### src/rtl/clk_div_pkg.sv
// Shared constants, per-channel state type and phase helpers for the programmable clock divider.

package clk_div_pkg;

  localparam int unsigned CNT_W_DEF = 16;
  localparam int unsigned DIV_MIN   = 2;

  // Channel state at the default counter width.
  typedef struct packed {
    logic [CNT_W_DEF-1:0] cnt;
    logic [CNT_W_DEF-1:0] act_div;
    logic [CNT_W_DEF-1:0] pend_div;
    logic                 pend_vld;
  } ch_state_t;

  // Length of the high phase; odd divisors give the extra cycle to the high phase.
  function automatic int unsigned high_len(input int unsigned d);
    return d - (d / 2);
  endfunction

endpackage

### src/rtl/clk_div_prog_if.sv
// Control/status bundle of clk_div_prog; tick_q exists only when CLK_DIV_QTICK_EN is defined.

interface clk_div_prog_if
  import clk_div_pkg::*;
#(
  parameter int unsigned CNT_W  = CNT_W_DEF,
  parameter int unsigned NUM_CH = 2
);

  localparam int unsigned CH_W = (NUM_CH > 1) ? $clog2(NUM_CH) : 1;

  logic [NUM_CH-1:0] en;
  logic              div_wr;
  logic [CH_W-1:0]   div_ch;
  logic [CNT_W-1:0]  div_val;
  logic [NUM_CH-1:0] clk_out;
  logic [NUM_CH-1:0] tick_rise;
  logic [NUM_CH-1:0] tick_fall;
  logic              cfg_err;

`ifdef CLK_DIV_QTICK_EN
  logic [NUM_CH-1:0] tick_q;

  modport master (
    output en, div_wr, div_ch, div_val,
    input  clk_out, tick_rise, tick_fall, cfg_err, tick_q
  );

  modport slave (
    input  en, div_wr, div_ch, div_val,
    output clk_out, tick_rise, tick_fall, cfg_err, tick_q
  );
`else
  modport master (
    output en, div_wr, div_ch, div_val,
    input  clk_out, tick_rise, tick_fall, cfg_err
  );

  modport slave (
    input  en, div_wr, div_ch, div_val,
    output clk_out, tick_rise, tick_fall, cfg_err
  );
`endif

endinterface

### src/rtl/clk_div_ch.sv
// One divider channel: counter, phase compare, pending/active divisor swap and tick strobes.
// Quarter-point strobe tick_q_o is built only when CLK_DIV_QTICK_EN is defined.

module clk_div_ch
  import clk_div_pkg::*;
#(
  parameter int unsigned CNT_W       = CNT_W_DEF,
  parameter int unsigned DEFAULT_DIV = 100
) (
  input  logic             clk,
  input  logic             rst_n,
  input  logic             en_i,
  input  logic             wr_i,
  input  logic [CNT_W-1:0] wr_div_i,
  output logic             clk_out_o,
  output logic             tick_rise_o,
`ifdef CLK_DIV_QTICK_EN
  output logic             tick_q_o,
`endif
  output logic             tick_fall_o
);

  typedef struct packed {
    logic [CNT_W-1:0] cnt;
    logic [CNT_W-1:0] act_div;
    logic [CNT_W-1:0] pend_div;
    logic             pend_vld;
    logic             run;
  } state_t;

  state_t           st_q, st_d;
  logic             clk_out_q, clk_out_d;
  logic             rise_q, rise_d;
  logic             fall_q, fall_d;
  logic             wrap;
  logic             swap;
  logic [CNT_W-1:0] hi_len;

  always_comb begin
    st_d = st_q;
    wrap = st_q.run && (st_q.cnt == st_q.act_div - CNT_W'(1));
    // A stopped or just-starting channel picks up a pending divisor at once.
    swap = st_q.pend_vld && (!en_i || !st_q.run || wrap);

    if (!en_i) begin
      st_d.run = 1'b0;
      st_d.cnt = '0;
    end else if (!st_q.run || wrap) begin
      st_d.run = 1'b1;
      st_d.cnt = '0;
    end else begin
      st_d.cnt = st_q.cnt + CNT_W'(1);
    end

    if (swap) begin
      st_d.act_div  = st_q.pend_div;
      st_d.pend_vld = 1'b0;
    end

    // Applied after the swap so a write on the wrap cycle waits for the next boundary.
    if (wr_i) begin
      st_d.pend_div = wr_div_i;
      st_d.pend_vld = 1'b1;
    end
  end

  assign hi_len    = CNT_W'(high_len(32'(st_d.act_div)));
  assign clk_out_d = en_i && (st_d.cnt < hi_len);
  assign rise_d    = clk_out_d && !clk_out_q;
  assign fall_d    = !clk_out_d && clk_out_q;

  always_ff @(posedge clk or negedge rst_n) begin
    if (!rst_n) begin
      st_q.cnt      <= '0;
      st_q.act_div  <= CNT_W'(DEFAULT_DIV);
      st_q.pend_div <= CNT_W'(DEFAULT_DIV);
      st_q.pend_vld <= 1'b0;
      st_q.run      <= 1'b0;
      clk_out_q     <= 1'b0;
      rise_q        <= 1'b0;
      fall_q        <= 1'b0;
    end else begin
      st_q      <= st_d;
      clk_out_q <= clk_out_d;
      rise_q    <= rise_d;
      fall_q    <= fall_d;
    end
  end

  assign clk_out_o   = clk_out_q;
  assign tick_rise_o = rise_q;
  assign tick_fall_o = fall_q;

`ifdef CLK_DIV_QTICK_EN
  logic             qtick_q, qtick_d;
  logic [CNT_W-1:0] q_hi, q_lo;

  assign q_hi    = st_d.act_div >> 2;
  assign q_lo    = hi_len + ((st_d.act_div - hi_len) >> 1);
  assign qtick_d = en_i && ((st_d.cnt == q_hi) || (st_d.cnt == q_lo));

  always_ff @(posedge clk or negedge rst_n) begin
    if (!rst_n) begin
      qtick_q <= 1'b0;
    end else begin
      qtick_q <= qtick_d;
    end
  end

  assign tick_q_o = qtick_q;
`endif

endmodule

### src/rtl/clk_div_prog.sv
// Multi-channel runtime-programmable clock divider: write decode, divisor clamping, sticky cfg_err.
// Define CLK_DIV_QTICK_EN to add per-channel quarter-point strobes (tick_q).

module clk_div_prog
  import clk_div_pkg::*;
#(
  parameter int unsigned CNT_W       = CNT_W_DEF,
  parameter int unsigned NUM_CH      = 2,
  parameter int unsigned DEFAULT_DIV = 100
) (
  input  logic           clk,
  input  logic           rst_n,
  clk_div_prog_if.slave  bus
);

  logic              ch_ok;
  logic              div_low;
  logic [CNT_W-1:0]  div_clamped;
  logic [NUM_CH-1:0] ch_wr;
  logic              cfg_err_q, cfg_err_d;

  assign ch_ok       = 32'(bus.div_ch) < NUM_CH;
  assign div_low     = (bus.div_val[CNT_W-1:1] == '0);
  assign div_clamped = div_low ? CNT_W'(DIV_MIN) : bus.div_val;

  always_comb begin
    ch_wr = '0;
    if (bus.div_wr && ch_ok) begin
      ch_wr[bus.div_ch] = 1'b1;
    end
  end

  assign cfg_err_d = cfg_err_q || (bus.div_wr && (!ch_ok || div_low));

  always_ff @(posedge clk or negedge rst_n) begin
    if (!rst_n) begin
      cfg_err_q <= 1'b0;
    end else begin
      cfg_err_q <= cfg_err_d;
    end
  end

  assign bus.cfg_err = cfg_err_q;

  for (genvar g = 0; g < NUM_CH; g++) begin : g_ch
    clk_div_ch #(
      .CNT_W       (CNT_W),
      .DEFAULT_DIV (DEFAULT_DIV)
    ) u_ch (
      .clk         (clk),
      .rst_n       (rst_n),
      .en_i        (bus.en[g]),
      .wr_i        (ch_wr[g]),
      .wr_div_i    (div_clamped),
      .clk_out_o   (bus.clk_out[g]),
      .tick_rise_o (bus.tick_rise[g]),
`ifdef CLK_DIV_QTICK_EN
      .tick_q_o    (bus.tick_q[g]),
`endif
      .tick_fall_o (bus.tick_fall[g])
    );
  end

endmodule

### src/flat_wrapper.sv
// flat-port wrapper written by rule: the top's interface ports become plain ports
module clk_div_prog_flat import clk_div_pkg::*;
#(
  parameter int unsigned CNT_W       = CNT_W_DEF,
  parameter int unsigned NUM_CH      = 2,
  parameter int unsigned DEFAULT_DIV = 100
)
  (clk, rst_n, bus_en, bus_div_wr, bus_div_ch, bus_div_val, bus_clk_out, bus_tick_rise, bus_tick_fall, bus_cfg_err);
  clk_div_prog_if #(.CNT_W(CNT_W), .NUM_CH(NUM_CH)) bus_i ();
  input  logic clk;
  input  logic rst_n;
  input wire logic [$bits(bus_i.en)-1:0] bus_en;
  input wire logic [$bits(bus_i.div_wr)-1:0] bus_div_wr;
  input wire logic [$bits(bus_i.div_ch)-1:0] bus_div_ch;
  input wire logic [$bits(bus_i.div_val)-1:0] bus_div_val;
  output wire logic [$bits(bus_i.clk_out)-1:0] bus_clk_out;
  output wire logic [$bits(bus_i.tick_rise)-1:0] bus_tick_rise;
  output wire logic [$bits(bus_i.tick_fall)-1:0] bus_tick_fall;
  output wire logic [$bits(bus_i.cfg_err)-1:0] bus_cfg_err;
  assign bus_i.en = bus_en;
  assign bus_i.div_wr = bus_div_wr;
  assign bus_i.div_ch = bus_div_ch;
  assign bus_i.div_val = bus_div_val;
  assign bus_clk_out = bus_i.clk_out;
  assign bus_tick_rise = bus_i.tick_rise;
  assign bus_tick_fall = bus_i.tick_fall;
  assign bus_cfg_err = bus_i.cfg_err;
  clk_div_prog #(.CNT_W(CNT_W), .NUM_CH(NUM_CH), .DEFAULT_DIV(DEFAULT_DIV)) u_core (.clk(clk), .rst_n(rst_n), .bus(bus_i));
endmodule
### config.mk
export PLATFORM = sky130hd
export DESIGN_NAME = clk_div_prog_flat
export DESIGN_NICKNAME = d
export VERILOG_FILES = /design/src/rtl/clk_div_pkg.sv /design/src/rtl/clk_div_prog_if.sv /design/src/rtl/clk_div_ch.sv /design/src/rtl/clk_div_prog.sv /design/src/flat_wrapper.sv
export SDC_FILE = /design/constraint.sdc
export NUM_CORES = 1
export LEC_CHECK = 0
export ABC_CLOCK_PERIOD_IN_PS = 6000
export CAP_MARGIN = 10
export CORE_ASPECT_RATIO = 2
export CORE_UTILIZATION = 45
export CTS_CLUSTER_SIZE = 14
export DETAILED_ROUTE_END_ITERATION = 10
export PLACE_DENSITY = 0.66
export SLEW_MARGIN = 20
export SYNTH_ARGS = -nofsm -noshare
export SYNTH_HDL_FRONTEND = slang
export SYNTH_SLANG_ARGS = --single-unit
export TNS_END_PERCENT = 100
### constraint.sdc
create_clock -name clk -period 6 [get_ports clk]
set_input_delay 1.2 -clock clk [delete_from_list [all_inputs] [get_ports clk]]
set_output_delay 1.2 -clock clk [all_outputs]
set_load 0.01 [all_outputs]
-- After elaboration in Yosys (flattened, before gate mapping)
Index checks and enable logic that the tools add are counted.
- bits in registers: 107
- output and inout bits: 7
- add/sub/neg operators: 6
- $lt $le $gt $ge: 4
- eq/ne operators: 4
- mux-type cells: 18
- reductions and logical operators: 30
- operator list (cell ; count):
    $mux 16 ; 7
    $add 16x1->16 const B ; 2
    $eq 16x16->1 ; 2
    $lt 16x16->1 ; 2
    $sub 16x1->16 const B ; 2
    $sub 16x15->16 ; 2
    $logic_not 15->1 ; 1
    $logic_and 1x1->1 ; 12
    $mux 1 ; 9
    $logic_not 1->1 ; 8
    $logic_or 1x1->1 ; 7
    $ne 2x1->1 const B ; 2
    $reduce_bool 2->1 ; 2
    $lt 1x2->1 const B ; 1
    $mux 2 ; 1
    $demux 1 s1 ; 1
    $ge 1x1->1 const B ; 1

-- Logic depth before layout (Yosys ltp)
Gate-level depths: netlist of run 1.
- depth in word-level cells: 11
- depth in mapped cells: 30

-- By module
From an unflattened synthesis of run 1, not the netlist that was laid out.
- cell total of the unflattened synthesis: 791
- area, all modules: 7947.6 µm²
- by module, submodules not included (module ; instances ; cells each ; area each (µm²) ; sequential area each (µm²)):
    clk_div_ch (u_core.g_ch[0].u_ch) ; 1 ; 384 ; 3898.7 ; 1333.8
    clk_div_ch (u_core.g_ch[1].u_ch) ; 1 ; 382 ; 3876.2 ; 1333.8
    clk_div_prog ; 1 ; 25 ; 172.7 ; 25.0

-- Least setup slack after synthesis of run 1
OpenSTA, ideal clock, no wires.
- path kind: register to register
- start point: register u_core.g_ch[0].u_ch.st_q[20] (netlist bit)
- end point: register u_core.g_ch[0].u_ch.fall_q
- arrival: 6333 ps
- slack: -400 ps
- cell stages (with the launch flop): 28
- path buffers: 3
- period minus slack after synthesis: 6400 ps
- cells stage by stage: dfstp_2 > clkbuf_1 > nor3b_1 > and3_1 > or4_1 > a21o_1 > a221o_1 > o31ai_4 > nand2_1 > buf_2 > buf_2 > mux2i_1 > ha_1 > nor2b_1 > o31ai_1 > a21oi_1 > a311oi_1 > o31ai_1 > a21o_1 > a21oi_1 > xnor2_1 > ha_1 > nand2_1 > or3_1 > nor3_1 > inv_1 > o311ai_0 > and2_1
- longest elaborated chain between the ends: 11
- elaborated cells on any way between the ends: 14
- classes of those cells: 2 x add/sub; 1 x order compare; 1 x eq/ne; 3 x mux; 7 x reduce/logical
- ends and longest elaborated chain (item ; line ; source):
    start: declaration ; clk_div_ch.sv:31 ; state_t st_q, st_d;
    start signal: assignment ; clk_div_ch.sv:83 ; st_q <= st_d;
    $sub 16x1->16 ; clk_div_ch.sv:41 ; wrap = st_q.run && (st_q.cnt == st_q.act_div - CNT_W'(1));
    $eq 16x16->1 ; clk_div_ch.sv:41 ;
    $logic_and 1x1->1 ; clk_div_ch.sv:41 ;
    $logic_or 1x1->1 ; clk_div_ch.sv:43 ; swap = st_q.pend_vld && (!en_i || !st_q.run || wrap);
    $logic_and 1x1->1 ; clk_div_ch.sv:43 ;
    $mux 16 ; clk_div_ch.sv:55 ; if (swap) begin
    $sub 16x15->16 ; clk_div_pkg.sv:18 ; return d - (d / 2);
    $lt 16x16->1 (*) ; clk_div_ch.sv:68 ; assign clk_out_d = en_i && (st_d.cnt < hi_len);
    $logic_and 1x1->1 (*) ; clk_div_ch.sv:68 ;
    $logic_not 1->1 (*) ; clk_div_ch.sv:70 ; assign fall_d = !clk_out_d && clk_out_q;
    $logic_and 1x1->1 (*) ; clk_div_ch.sv:70 ;
    named net u_core.g_ch[0].u_ch.fall_d ; clk_div_ch.sv:34 ; logic fall_q, fall_d;
    end signal: assignment ; clk_div_ch.sv:86 ; fall_q <= fall_d;
    end: declaration ; clk_div_ch.sv:34 ;
The timed path passes the listed nets; every way through them passes the cells marked *.
A chain may end at the register's enable or synchronous reset.

-- Final worst setup path of run 1
- start point: register u_core.g_ch[1].u_ch.st_q[23] (netlist bit)
- end point: register u_core.g_ch[1].u_ch.fall_q
- longest elaborated chain between the ends: 11
- elaborated cells on any way between the ends: 14
- classes of those cells: 2 x add/sub; 1 x order compare; 1 x eq/ne; 3 x mux; 7 x reduce/logical
- ends and longest elaborated chain (item ; line):
    start: declaration ; clk_div_ch.sv:31
    start signal: assignment ; clk_div_ch.sv:83
    $sub 16x1->16 ; clk_div_ch.sv:41
    $eq 16x16->1 ; clk_div_ch.sv:41
    $logic_and 1x1->1 ; clk_div_ch.sv:41
    $logic_or 1x1->1 ; clk_div_ch.sv:43
    $logic_and 1x1->1 ; clk_div_ch.sv:43
    $mux 16 ; clk_div_ch.sv:55
    $sub 16x15->16 ; clk_div_pkg.sv:18
    $lt 16x16->1 (*) ; clk_div_ch.sv:68
    $logic_and 1x1->1 (*) ; clk_div_ch.sv:68
    $logic_not 1->1 (*) ; clk_div_ch.sv:70
    $logic_and 1x1->1 (*) ; clk_div_ch.sv:70
    named net u_core.g_ch[1].u_ch.fall_d ; clk_div_ch.sv:34
    end signal: assignment ; clk_div_ch.sv:86
    end: declaration ; clk_div_ch.sv:34
Marks and branches as above.

==> results of run 1 <==
metrics by stage:
stage	hold WS (ns)	power [mW]	TNS, ns	area, sq um
global route	0.479	4.13	-2.10	10100
floorplan	0.411	2.17	-0.0909	7850
finish	0.449	3.88	-0.692	10100
detailed placement	0.437	2.98	-2.52	9220
global placement	0.425	2.95	-2.31	9220
CTS	0.446	3.76	-0.624	9810
registers in the layout (all words and copies together) (netlist names):
| register | flops |
|---|---|
| u_core.bus.cfg_err | 1 |
| u_core.g_ch.u_ch.st_q | 100 |
| u_core.g_ch.u_ch.clk_out_o | 2 |
| u_core.g_ch.u_ch.tick_rise_o | 2 |
| u_core.g_ch.u_ch.tick_fall_o | 2 |
final cells by class:
cell class                      count  area [sq um]  share of cell area [%]
Multi-Input combinational cell    636          5210                    51.6
Tap cell                          207           259                    2.56
Clock inverter                      6          63.8                   0.632
Inverter                           31           116                    1.15
Sequential cell                   107          2690                    26.7
Timing Repair Buffer              187          1520                    15.1
Clock buffer                       10           239                    2.37
final timing paths:
kind                                                    startpoint                                   endpoint  cells after the start
max in group asynchronous                                    rst_n     u_core.g_ch[0].u_ch.st_q[18]$_DFF_PN0_                      2
max reg2reg                 u_core.g_ch[1].u_ch.st_q[23]$_DFF_PN1_  u_core.g_ch[1].u_ch.tick_fall_o$_DFF_PN0_                     27
min                        u_core.g_ch[0].u_ch.clk_out_o$_DFF_PN0_  u_core.g_ch[0].u_ch.tick_rise_o$_DFF_PN0_                      1
min in group asynchronous                                    rst_n   u_core.g_ch[0].u_ch.st_q[17]$_DFFE_PN0P_                      1
max                         u_core.g_ch[1].u_ch.st_q[23]$_DFF_PN1_  u_core.g_ch[1].u_ch.tick_fall_o$_DFF_PN0_                     27
min reg2reg                u_core.g_ch[0].u_ch.clk_out_o$_DFF_PN0_  u_core.g_ch[0].u_ch.tick_rise_o$_DFF_PN0_                      1
synth_stat cells (3+ instances only):
master / instances
a211oi_1: 8
a21o_1: 19
a21oi_1: 28
a311oi_1: 4
a31oi_1: 4
and2_1: 6
and3_1: 14
and4_1: 3
buf_2: 3
buf_4: 7
clkbuf_1: 22
dfrtp_1: 95
dfstp_2: 12
ha_1: 64
inv_1: 31
mux2_1: 7
mux2_2: 38
mux2i_1: 30
nand2_1: 76
nand2b_1: 7
nand3_1: 27
nand3b_1: 5
nand4_1: 7
nor2_1: 59
nor2b_1: 8
nor3_1: 21
nor4_1: 11
o21a_1: 6
o21ai_0: 22
o21bai_1: 3
o31ai_1: 9
or2_2: 4
or3_1: 12
or4_1: 8
xnor2_1: 50
xor2_1: 41
kinds of logic (layout without fill, tap and decap cells):
group,count (synthesis),after routing,synth area share [%]
simple gates,275,276,17.7
xor+xnor,91,91,10.3
mux,75,75,10.5
fa+ha+maj,66,66,10.9
flops,107,107,34.9
compound gates,128,128,11.9
buf+inv,66,234,3.81
what timing repair did:
item / CTS / global route
resized for setup: 39 / 37
setup endpoints to repair: 6 / 6
hold buffers: 0 / 0
pin swaps: 27 / 21
buffers inserted: 10 / 12
cloned: 1 / 0
power by group through the flow:
stage / registers [mW] / logic (mW) / clock network (mW)
finish: 0.920 / 2.34 / 0.621
global route: 0.931 / 2.55 / 0.652
CTS: 0.915 / 2.21 / 0.630
detailed placement: 0.924 / 2.06 / 0
global placement: 0.920 / 2.03 / 0
floorplan: 0.910 / 1.26 / 0
per-layer routing:
layer  share of wire, %  routed length (microns)  up-vias
met5                  0                        0        -
met4                7.8                     1700        0
met3                1.7                      358       74
met2                 58                    12600      116
met1                 32                     7020     3240
li1                   -                        -     3204
critical path, cell delays in order, from the launching register on:
cell,delay (ns)
dfstp_2,0.38
or4_4,0.53
or4_4,0.56
o21a_1,0.22
buf_6,0.12
o21ai_4,0.13
a31oi_4,0.11
o311ai_4,0.40
nand2_4,0.15
buf_12,0.16
mux2i_4,0.17
ha_4,0.16
inv_2,0.03
fa_2,0.34
a21o_1,0.17
a21oi_2,0.15
o21bai_1,0.10
a31o_2,0.27
a311oi_2,0.29
xor2_1,0.27
ha_1,0.30
a21o_1,0.16
a21o_1,0.18
a21o_1,0.17
a21oi_2,0.16
o221a_4,0.24
o41ai_4,0.09
and2_1,0.14
cell usage in the layout, fill, tap and decap left out, types with 17 or more instances in the layout:
cell             count
nand3_1             27
a21oi_1             22
mux2_2              36
o21ai_0             17
clkdlybuf4s50_1     27
xor2_1              41
ha_1                55
a21o_1              19
nand2_1             75
nor3_1              17
xnor2_1             49
mux2i_1             26
inv_1               27
nor2_1              58
buf_4              149
dfrtp_1             94
==> metrics.txt, run 1 <==
met2 usage 49.8%; endpoints failing hold 0; GR Util met3 2.89%; Seq cells post-synth 107; CP arrival 6.54 ns; Syn Std Cell Area 7710 sq um; min-delay worst type flop to flop; post-synthesis sequential area ratio 34.9%; Worst R2R Setup Slack -0.29 ns; initial antenna violation count 0; DPL Wire Length 17000 microns; worst setup margin -0.285 ns; grt ovf 0; io pins 29; count of cell types in the netlist 69; Syn Area/Cell 9.54 sq um; pre-CTS WS -0.572 ns; Area Overhead vs Synth 31.1%; Slew HR 35.8%; Critical Path RT 6.26 ns; Crit. End Element flop; worst-margin pin slew 0.961 ns; detailed-route via count 6634; Fill cells 1472; leading area contributor after synthesis dfrtp_1; DR DRC count 0; initial core utilization 46.0%; outcome finished, violations left; vias per cell 5.60; Yosys warning count 0; dpl cells 1147; CTS tree done; top-area cell type share of the netlist area 30.8%; layer with the highest usage met2; Clock Power Share 16.0%; Final Util 60.3%; final WL 21700 microns; clock sinks 107; VDD IR-drop max 0.214 mV; Slew Viols, Final 0; post-synthesis net count 896; Clk Latency, worst-skew pair 0.37 ns; switch share 39.7%; crit path launch type flop; DIE HEIGHT 187 microns; Post-Synthesis Cells 808; RSZ-0062 raised after global routing yes; failing checks negative setup slack; Longest Clk Path Bufs 2; max-cap violations 0; crit path time final 6.29 ns; largest net degree at the start of global routing 56; switching pwr 1.54 mW; initial drt markers 243; fraction of layout cells with a size suffix above 1 30.9%; Die ar. 17700 sq um; Core Region 16800 sq um; die width 94.6 microns; Clock Tree Root clkbuf_16; Seq pwr share 23.7%; CTS Buf Count 9; Pwr Density 384 nW/um^2; first-pass GRT wire length 34200 microns; NumNets Final 1060; internal power 2.34 mW; PortBufs 28; Logic pwr share 60.3%; number of diodes 0; number of global-route vias before repair 6921; Main synth FF type dfrtp_1; Setup Skew 0.0111 ns; fmax 159 MHz; total track usage 25.9%; RD Place Congestion 0.888; period utilization 105%; # setup viols final 4; critical-path maximum fanout 5; drt pass-1 iters 5; worst setup path class flop to flop; antenna viol nets, final 0; clk slew on worst S/H paths 0.08 ns; Avg WL per Cell 18.3 microns; H-tree Lvls 3; count of flip-flops with a built-in enable after synthesis 0; routing usage on met1 22.9%; Layout Cells excl Fill 1184; largest cells by area after synthesis dfrtp_1, ha_1, xnor2_1, mux2_2, xor2_1; Async SR Flop Fraction 100%; Leak Pwr 4.72 nW; Site Rows 67
Power figures use the tool's default switching activity.
==> inputs of run 2 (changes only) <==
--- a/config.mk
+++ b/config.mk
@@ -8,10 +8,10 @@
 export ABC_CLOCK_PERIOD_IN_PS = 6000
 export CAP_MARGIN = 10
 export CORE_ASPECT_RATIO = 2
-export CORE_UTILIZATION = 45
+export CORE_UTILIZATION = 30
 export CTS_CLUSTER_SIZE = 14
 export DETAILED_ROUTE_END_ITERATION = 10
-export PLACE_DENSITY = 0.66
+export PLACE_DENSITY = 0.49
 export SLEW_MARGIN = 20
 export SYNTH_ARGS = -nofsm -noshare
 export SYNTH_HDL_FRONTEND = slang
==> run 2 against run 1 <==
The run still ends with negative setup slack left; critical path depth down 2; worst hold slack worse by 0.0044 ns; combinational power up 3%; sequential share of layout area down 1.1 points; wire length up 10%; sequential power about the same; final cell count up 14%; power up 2.1%; sequential cell count unchanged; clock skew down 0.0018 ns; first-iteration DRC count down 23%; global-route usage down 6.6 points; critical endpoint unchanged; highest routed layer unchanged.
==> metrics.txt, run 2 (synthesized netlist as in run 1, its figures left out) <==
Area Overhead vs Synth 36.9% (was 31.1%); CTS Hold Buffers Added 0 (unchanged); reg2reg end u_core.g_ch[1].u_ch.tick_fall_o$_DFF_PN0_ (unchanged); crit path time final 6.18 ns (was 6.29 ns); io pins 29 (unchanged); switching pwr 1.55 mW (was 1.54 mW); Seq pwr share 23.2% (was 23.7%); Avg WL per Cell 17.8 microns (was 18.3 microns); critical-path maximum fanout 5 (unchanged); Crit. End Element flop (unchanged); Logic pwr share 60.6% (was 60.3%); worst setup path class flop to flop (unchanged); failing checks negative setup slack (unchanged); antenna viol nets, final 0 (unchanged); largest net degree at the start of global routing 66 (was 56); total track usage 19.3% (was 25.9%); CTS Buf Count 9 (unchanged); Setup Skew 0.00926 ns (was 0.0111 ns); max-cap violations 0 (unchanged); period utilization 103% (was 105%); initial antenna violation count 1 (was 0); H-tree Lvls 3 (unchanged); total buffers and inverters traversed by the critical path 2 (was 3); Longest Clk Path Bufs 2 (unchanged); fraction of layout cells with a size suffix above 1 33.6% (was 30.9%); Clk Latency, worst-skew pair 0.38 ns (was 0.37 ns); Slew Viols, Final 0 (unchanged); Fin Hold WS 0.444 ns (was 0.449 ns); initial core utilization 30.7% (was 46.0%); first-pass GRT wire length 37200 microns (was 34200 microns); fmax 162 MHz (was 159 MHz); detailed-route via count 6562 (was 6634); RD Place Congestion 0.830 (was 0.888); RSZ-0062 raised after global routing yes (unchanged); vias per cell 4.88 (was 5.60); CP max-delay cell or4_4 (unchanged); Site Rows 82 (was 67); Clock Tree Root clkbuf_16 (unchanged); DPL Wire Length 19100 microns (was 17000 microns); grt ovf 0 (unchanged); footprint of the multi-input gates 5260 sq um (was 5210 sq um); Clock Power Share 16.3% (was 16.0%); Fill cells 2487 (was 1472); R2R depth 25 (was 27); Leak Pwr 4.87 nW (was 4.72 nW); r2r startpoint u_core.g_ch[1].u_ch.st_q[20]$_DFF_PN1_ (was u_core.g_ch[1].u_ch.st_q[23]$_DFF_PN1_); initial drt markers 187 (was 243); Critical Path RT 6.32 ns (was 6.26 ns); Worst R2R Setup Slack -0.18 ns (was -0.29 ns); drt pass-1 iters 4 (was 5); switch share 39.2% (was 39.7%); DIE HEIGHT 229 microns (was 187 microns); number of flip-flops in the largest register 100 (unchanged); Worst Hold End u_core.g_ch[0].u_ch.tick_rise_o$_DFF_PN0_ (unchanged); hold depth 1 (unchanged); # setup viols final 3 (was 4); clk slew on worst S/H paths 0.08 ns (about the same); commonest non-fill, non-tap cell in the layout buf_4 (unchanged); crit-path max cell delay 0.57 ns (was 0.56 ns); internal power 2.41 mW (was 2.34 mW); NumNets Final 1090 (was 1060); VDD IR-drop max 0.143 mV (was 0.214 mV); endpoints failing hold 0 (unchanged); Crit path depth 25 (was 27); Setup TNS Final -0.471 ns (was -0.692 ns); die width 115 microns (was 94.6 microns); PortBufs 28 (unchanged); min-delay src u_core.g_ch[0].u_ch.clk_out_o$_DFF_PN0_ (unchanged); number of global-route vias before repair 7232 (was 6921); min-delay worst type flop to flop (unchanged); final WL 23900 microns (was 21700 microns); Slew HR 37.3% (was 35.8%); Die ar. 26400 sq um (was 17700 sq um); DR DRC count 0 (unchanged); Core Region 25100 sq um (was 16800 sq um); crit path launch type flop (unchanged); Largest delay share family, worst path compound AO/OA/AOI/OAI gates (unchanged); register bank with the most flops u_core.g_ch.u_ch.st_q (unchanged); CP arrival 6.51 ns (was 6.54 ns); most frequent cells in the layout buf_4, dfrtp_1, nand2_1 (unchanged); register area 2700 sq um (was 2690 sq um); clock sinks 107 (unchanged); CTS tree done (unchanged); worst-margin pin slew 0.938 ns (was 0.961 ns); outcome finished, violations left (unchanged); Pwr Density 375 nW/um^2 (was 384 nW/um^2); worst setup margin -0.184 ns (was -0.285 ns)
run 2: area by class of cell:
type,instances,area share [%]
clock inverter,5,0.569
antenna,1,0.0237
tap,336,3.98
timing repair buffer,217,16.6
sequential,107,25.5
multi-input combinational,636,49.9
clock buffer,11,2.30
inverter,31,1.10
run 2: repair_timing:
action | CTS | global route
cloned | 1 | 1
pin swaps | 17 | 19
setup endpoints to repair | 6 | 6
gates resized for setup | 57 | 26
setup buffers | 12 | 9
run 2: layer usage:
layer	vias to the layer above	GRT usage, %	share of wire [%]
met5	-	0	0
met4	0	11.1	5.1
met3	51	2.68	1.6
met1	3187	16.1	32
li1	3252	-	-
met2	72	40.1	61
run 2: how the worst max path moves through the flow:
stage,from,end,slack [ns]
detailed placement,u_core.g_ch[1].u_ch.st_q[18]$_DFF_PN0_,u_core.g_ch[1].u_ch.tick_fall_o$_DFF_PN0_,-0.72
global route,u_core.g_ch[1].u_ch.st_q[20]$_DFF_PN1_,u_core.g_ch[1].u_ch.tick_fall_o$_DFF_PN0_,-0.41
global placement,u_core.g_ch[1].u_ch.st_q[18]$_DFF_PN0_,u_core.g_ch[1].u_ch.tick_fall_o$_DFF_PN0_,-0.75
CTS,u_core.g_ch[1].u_ch.st_q[19]$_DFF_PN0_,u_core.g_ch[1].u_ch.tick_fall_o$_DFF_PN0_,-0.28
floorplan,u_core.g_ch[1].u_ch.st_q[21]$_DFF_PN0_,u_core.g_ch[1].u_ch.tick_fall_o$_DFF_PN0_,-0.04
finish,u_core.g_ch[1].u_ch.st_q[20]$_DFF_PN1_,u_core.g_ch[1].u_ch.tick_fall_o$_DFF_PN0_,-0.18
run 2: metrics by stage:
step / power, mW / worst slack (ns) / instances / instance area, sq um / util (%)
4_1_cts: 3.92 / -0.277 / 1333 / 10300 / 41.1
2_1_floorplan: 2.17 / -0.0425 / 808 / 7850 / -
3_5_place_dp: 3.07 / -0.722 / 1305 / 9600 / 38.2
3_3_place_gp: 3.06 / -0.751 / 1305 / 9600 / 38.2
5_1_grt: 4.26 / -0.414 / 1344 / 10600 / 42.0
6_report: 3.96 / -0.184 / 1344 / 10600 / 42.0
run 2: power by group through the flow:
stage / Sequential, mW / Clock, mW / Combinational, mW
after CTS: 0.915 / 0.666 / 2.34
after global routing: 0.930 / 0.686 / 2.65
after global placement: 0.920 / 0 / 2.14
after floorplan: 0.910 / 0 / 1.26
after detailed placement: 0.921 / 0 / 2.15
final: 0.917 / 0.645 / 2.40
==> inputs of run 3 (changes only) <==
--- a/config.mk
+++ b/config.mk
@@ -11,6 +11,7 @@
 export CORE_UTILIZATION = 30
 export CTS_CLUSTER_SIZE = 14
 export DETAILED_ROUTE_END_ITERATION = 10
+export MAX_ROUTING_LAYER = met4
 export PLACE_DENSITY = 0.49
 export SLEW_MARGIN = 20
 export SYNTH_ARGS = -nofsm -noshare
==> run 3 against run 2 <==
The flow still finishes with violations (negative setup slack); critical path depth did not move; count of clock-buffer cells in the layout is the same; worst hold slack hardly changed; first-iteration DRC count up 16%; combinational power about the same; sequential power barely moved; clock power barely moved.
==> metrics.txt, run 3 (synthesized netlist as in run 1, its figures left out) <==
io pins 29 (unchanged); critical-path maximum fanout 5 (unchanged); DIE HEIGHT 229 microns (unchanged); total track usage 19.8% (was 19.3%); vias per cell 4.89 (was 4.88); CP max-delay cell or4_4 (unchanged); clk slew on worst S/H paths 0.08 ns (about the same); clock sinks 107 (unchanged); grt ovf 0 (unchanged); Core Region 25100 sq um (unchanged); worst-margin pin slew 0.922 ns (was 0.938 ns); reg2reg end u_core.g_ch[1].u_ch.tick_fall_o$_DFF_PN0_ (unchanged); RD Place Congestion 0.842 (was 0.830); Slew HR 38.4% (was 37.3%); CP arrival 6.52 ns (was 6.51 ns); DPL Wire Length 19100 microns (unchanged); initial drt markers 216 (was 187); antenna viol nets, final 0 (unchanged); hold depth 1 (unchanged); drt pass-1 iters 6 (was 4); VDD IR-drop max 0.143 mV (about the same); Longest Clk Path Bufs 2 (unchanged); failing checks negative setup slack (unchanged); min-delay src u_core.g_ch[0].u_ch.clk_out_o$_DFF_PN0_ (unchanged); Avg WL per Cell 17.7 microns (was 17.8 microns); CTS Buf Count 9 (unchanged); Largest delay share family, worst path compound AO/OA/AOI/OAI gates (unchanged); Fill cells 2487 (unchanged); Setup TNS Final -0.522 ns (was -0.471 ns); H-tree Lvls 3 (unchanged); Slew Viols, Final 0 (unchanged); Worst R2R Setup Slack -0.20 ns (was -0.18 ns); first-pass GRT wire length 37200 microns (about the same); Clock Tree Root clkbuf_16 (unchanged); period utilization 103% (about the same); RSZ-0062 raised after global routing yes (unchanged); worst setup margin -0.201 ns (was -0.184 ns); Clk Latency, worst-skew pair 0.38 ns (about the same); Worst Hold End u_core.g_ch[0].u_ch.tick_rise_o$_DFF_PN0_ (unchanged); number of flip-flops in the largest register 100 (unchanged); NumNets Final 1090 (unchanged); Leak Pwr 4.87 nW (unchanged); R2R depth 25 (unchanged); crit-path max cell delay 0.57 ns (about the same); CTS tree done (unchanged); Site Rows 82 (unchanged); Die ar. 26400 sq um (unchanged); Post-DP Area 9600 sq um (unchanged); min-delay worst type flop to flop (unchanged); PortBufs 28 (unchanged); commonest non-fill, non-tap cell in the layout buf_4 (unchanged); # setup viols final 3 (unchanged); DR DRC count 0 (unchanged); Pwr Density 375 nW/um^2 (about the same); r2r startpoint u_core.g_ch[1].u_ch.st_q[20]$_DFF_PN1_ (unchanged); fmax 161 MHz (was 162 MHz); fraction of layout cells with a size suffix above 1 33.6% (unchanged); detailed-route via count 6568 (was 6562); Critical Path RT 6.32 ns (about the same); max-cap violations 0 (unchanged); crit path launch type flop (unchanged); number of global-route vias before repair 7229 (was 7232); worst setup path class flop to flop (unchanged); initial antenna violation count 1 (unchanged); endpoints failing hold 0 (unchanged); total buffers and inverters traversed by the critical path 2 (unchanged); Setup Skew 0.00941 ns (was 0.00926 ns); register bank with the most flops u_core.g_ch.u_ch.st_q (unchanged); outcome finished, violations left (unchanged); initial core utilization 30.7% (unchanged); Crit. End Element flop (unchanged); largest net degree at the start of global routing 66 (unchanged); crit path time final 6.20 ns (was 6.18 ns); die width 115 microns (unchanged); most frequent cells in the layout buf_4, dfrtp_1, nand2_1 (unchanged); design area 10600 sq um (unchanged); final WL 23800 microns (was 23900 microns); Area Overhead vs Synth 36.9% (unchanged)
==> run 3: cell counts in the layout (fill, tap and decap cells not counted) <==
No cell type changed its count.
==> run 3: worst max path at each step <==
stage | start | endpoint | cells after the start
5_1_grt | u_core.g_ch[1].u_ch.st_q[20]$_DFF_PN1_ | u_core.g_ch[1].u_ch.tick_fall_o$_DFF_PN0_ | 25
2_1_floorplan | u_core.g_ch[1].u_ch.st_q[21]$_DFF_PN0_ | u_core.g_ch[1].u_ch.tick_fall_o$_DFF_PN0_ | 28
6_report | u_core.g_ch[1].u_ch.st_q[20]$_DFF_PN1_ | u_core.g_ch[1].u_ch.tick_fall_o$_DFF_PN0_ | 25
3_3_place_gp | u_core.g_ch[1].u_ch.st_q[18]$_DFF_PN0_ | u_core.g_ch[1].u_ch.tick_fall_o$_DFF_PN0_ | 27
3_5_place_dp | u_core.g_ch[1].u_ch.st_q[18]$_DFF_PN0_ | u_core.g_ch[1].u_ch.tick_fall_o$_DFF_PN0_ | 27
4_1_cts | u_core.g_ch[1].u_ch.st_q[19]$_DFF_PN0_ | u_core.g_ch[1].u_ch.tick_fall_o$_DFF_PN0_ | 25
==> run 3: final cells by class <==
| cell class | count | area, sq um | area share [%] |
|---|---|---|---|
| diodes | 1 | 2.50 | 0.0237 |
| clock buffers | 11 | 243 | 2.30 |
| clock inverters | 5 | 60.1 | 0.569 |
| inverters | 31 | 116 | 1.10 |
| multi-input cells | 636 | 5260 | 49.9 |
| flip-flops and latches | 107 | 2700 | 25.5 |
| well taps | 336 | 420 | 3.98 |
| repair buffers | 217 | 1750 | 16.6 |
==> run 3: layer usage <==
layer | up-vias | GRT usage (%) | part of all wire, %
li1 | 3254 | - | -
met2 | 79 | 40.1 | 61
met1 | 3177 | 16.1 | 32
met3 | 58 | 2.65 | 1.6
met5 | - | - | 0
met4 | 0 | 11.1 | 5.1
==> run 3: timing repair <==
action,in CTS,in global routing
endpoints found under the setup margin,6,6
gates resized for setup,57,26
gates cloned,1,1
pin swaps,17,19
hold buffers,0,0
buffers inserted,12,9
==> run 3: power breakdown <==
part	switching, mW	total [mW]	internal [mW]
Clock	0.307	0.645	0.338
Combinational	1.16	2.40	1.24
Sequential	0.0903	0.916	0.826
==> run 3: metrics by stage <==
stage | util (%) | cells | hold WS [ns] | setup WS (ns) | total power, mW
after global routing | 42.0 | 1344 | 0.456 | -0.413 | 4.26
after detailed placement | 38.2 | 1305 | 0.440 | -0.722 | 3.07
final | 42.0 | 1344 | 0.444 | -0.201 | 3.96
after CTS | 41.1 | 1333 | 0.452 | -0.277 | 3.92
after global placement | 38.2 | 1305 | 0.437 | -0.751 | 3.06
after floorplan | - | 808 | 0.411 | -0.0425 | 2.17
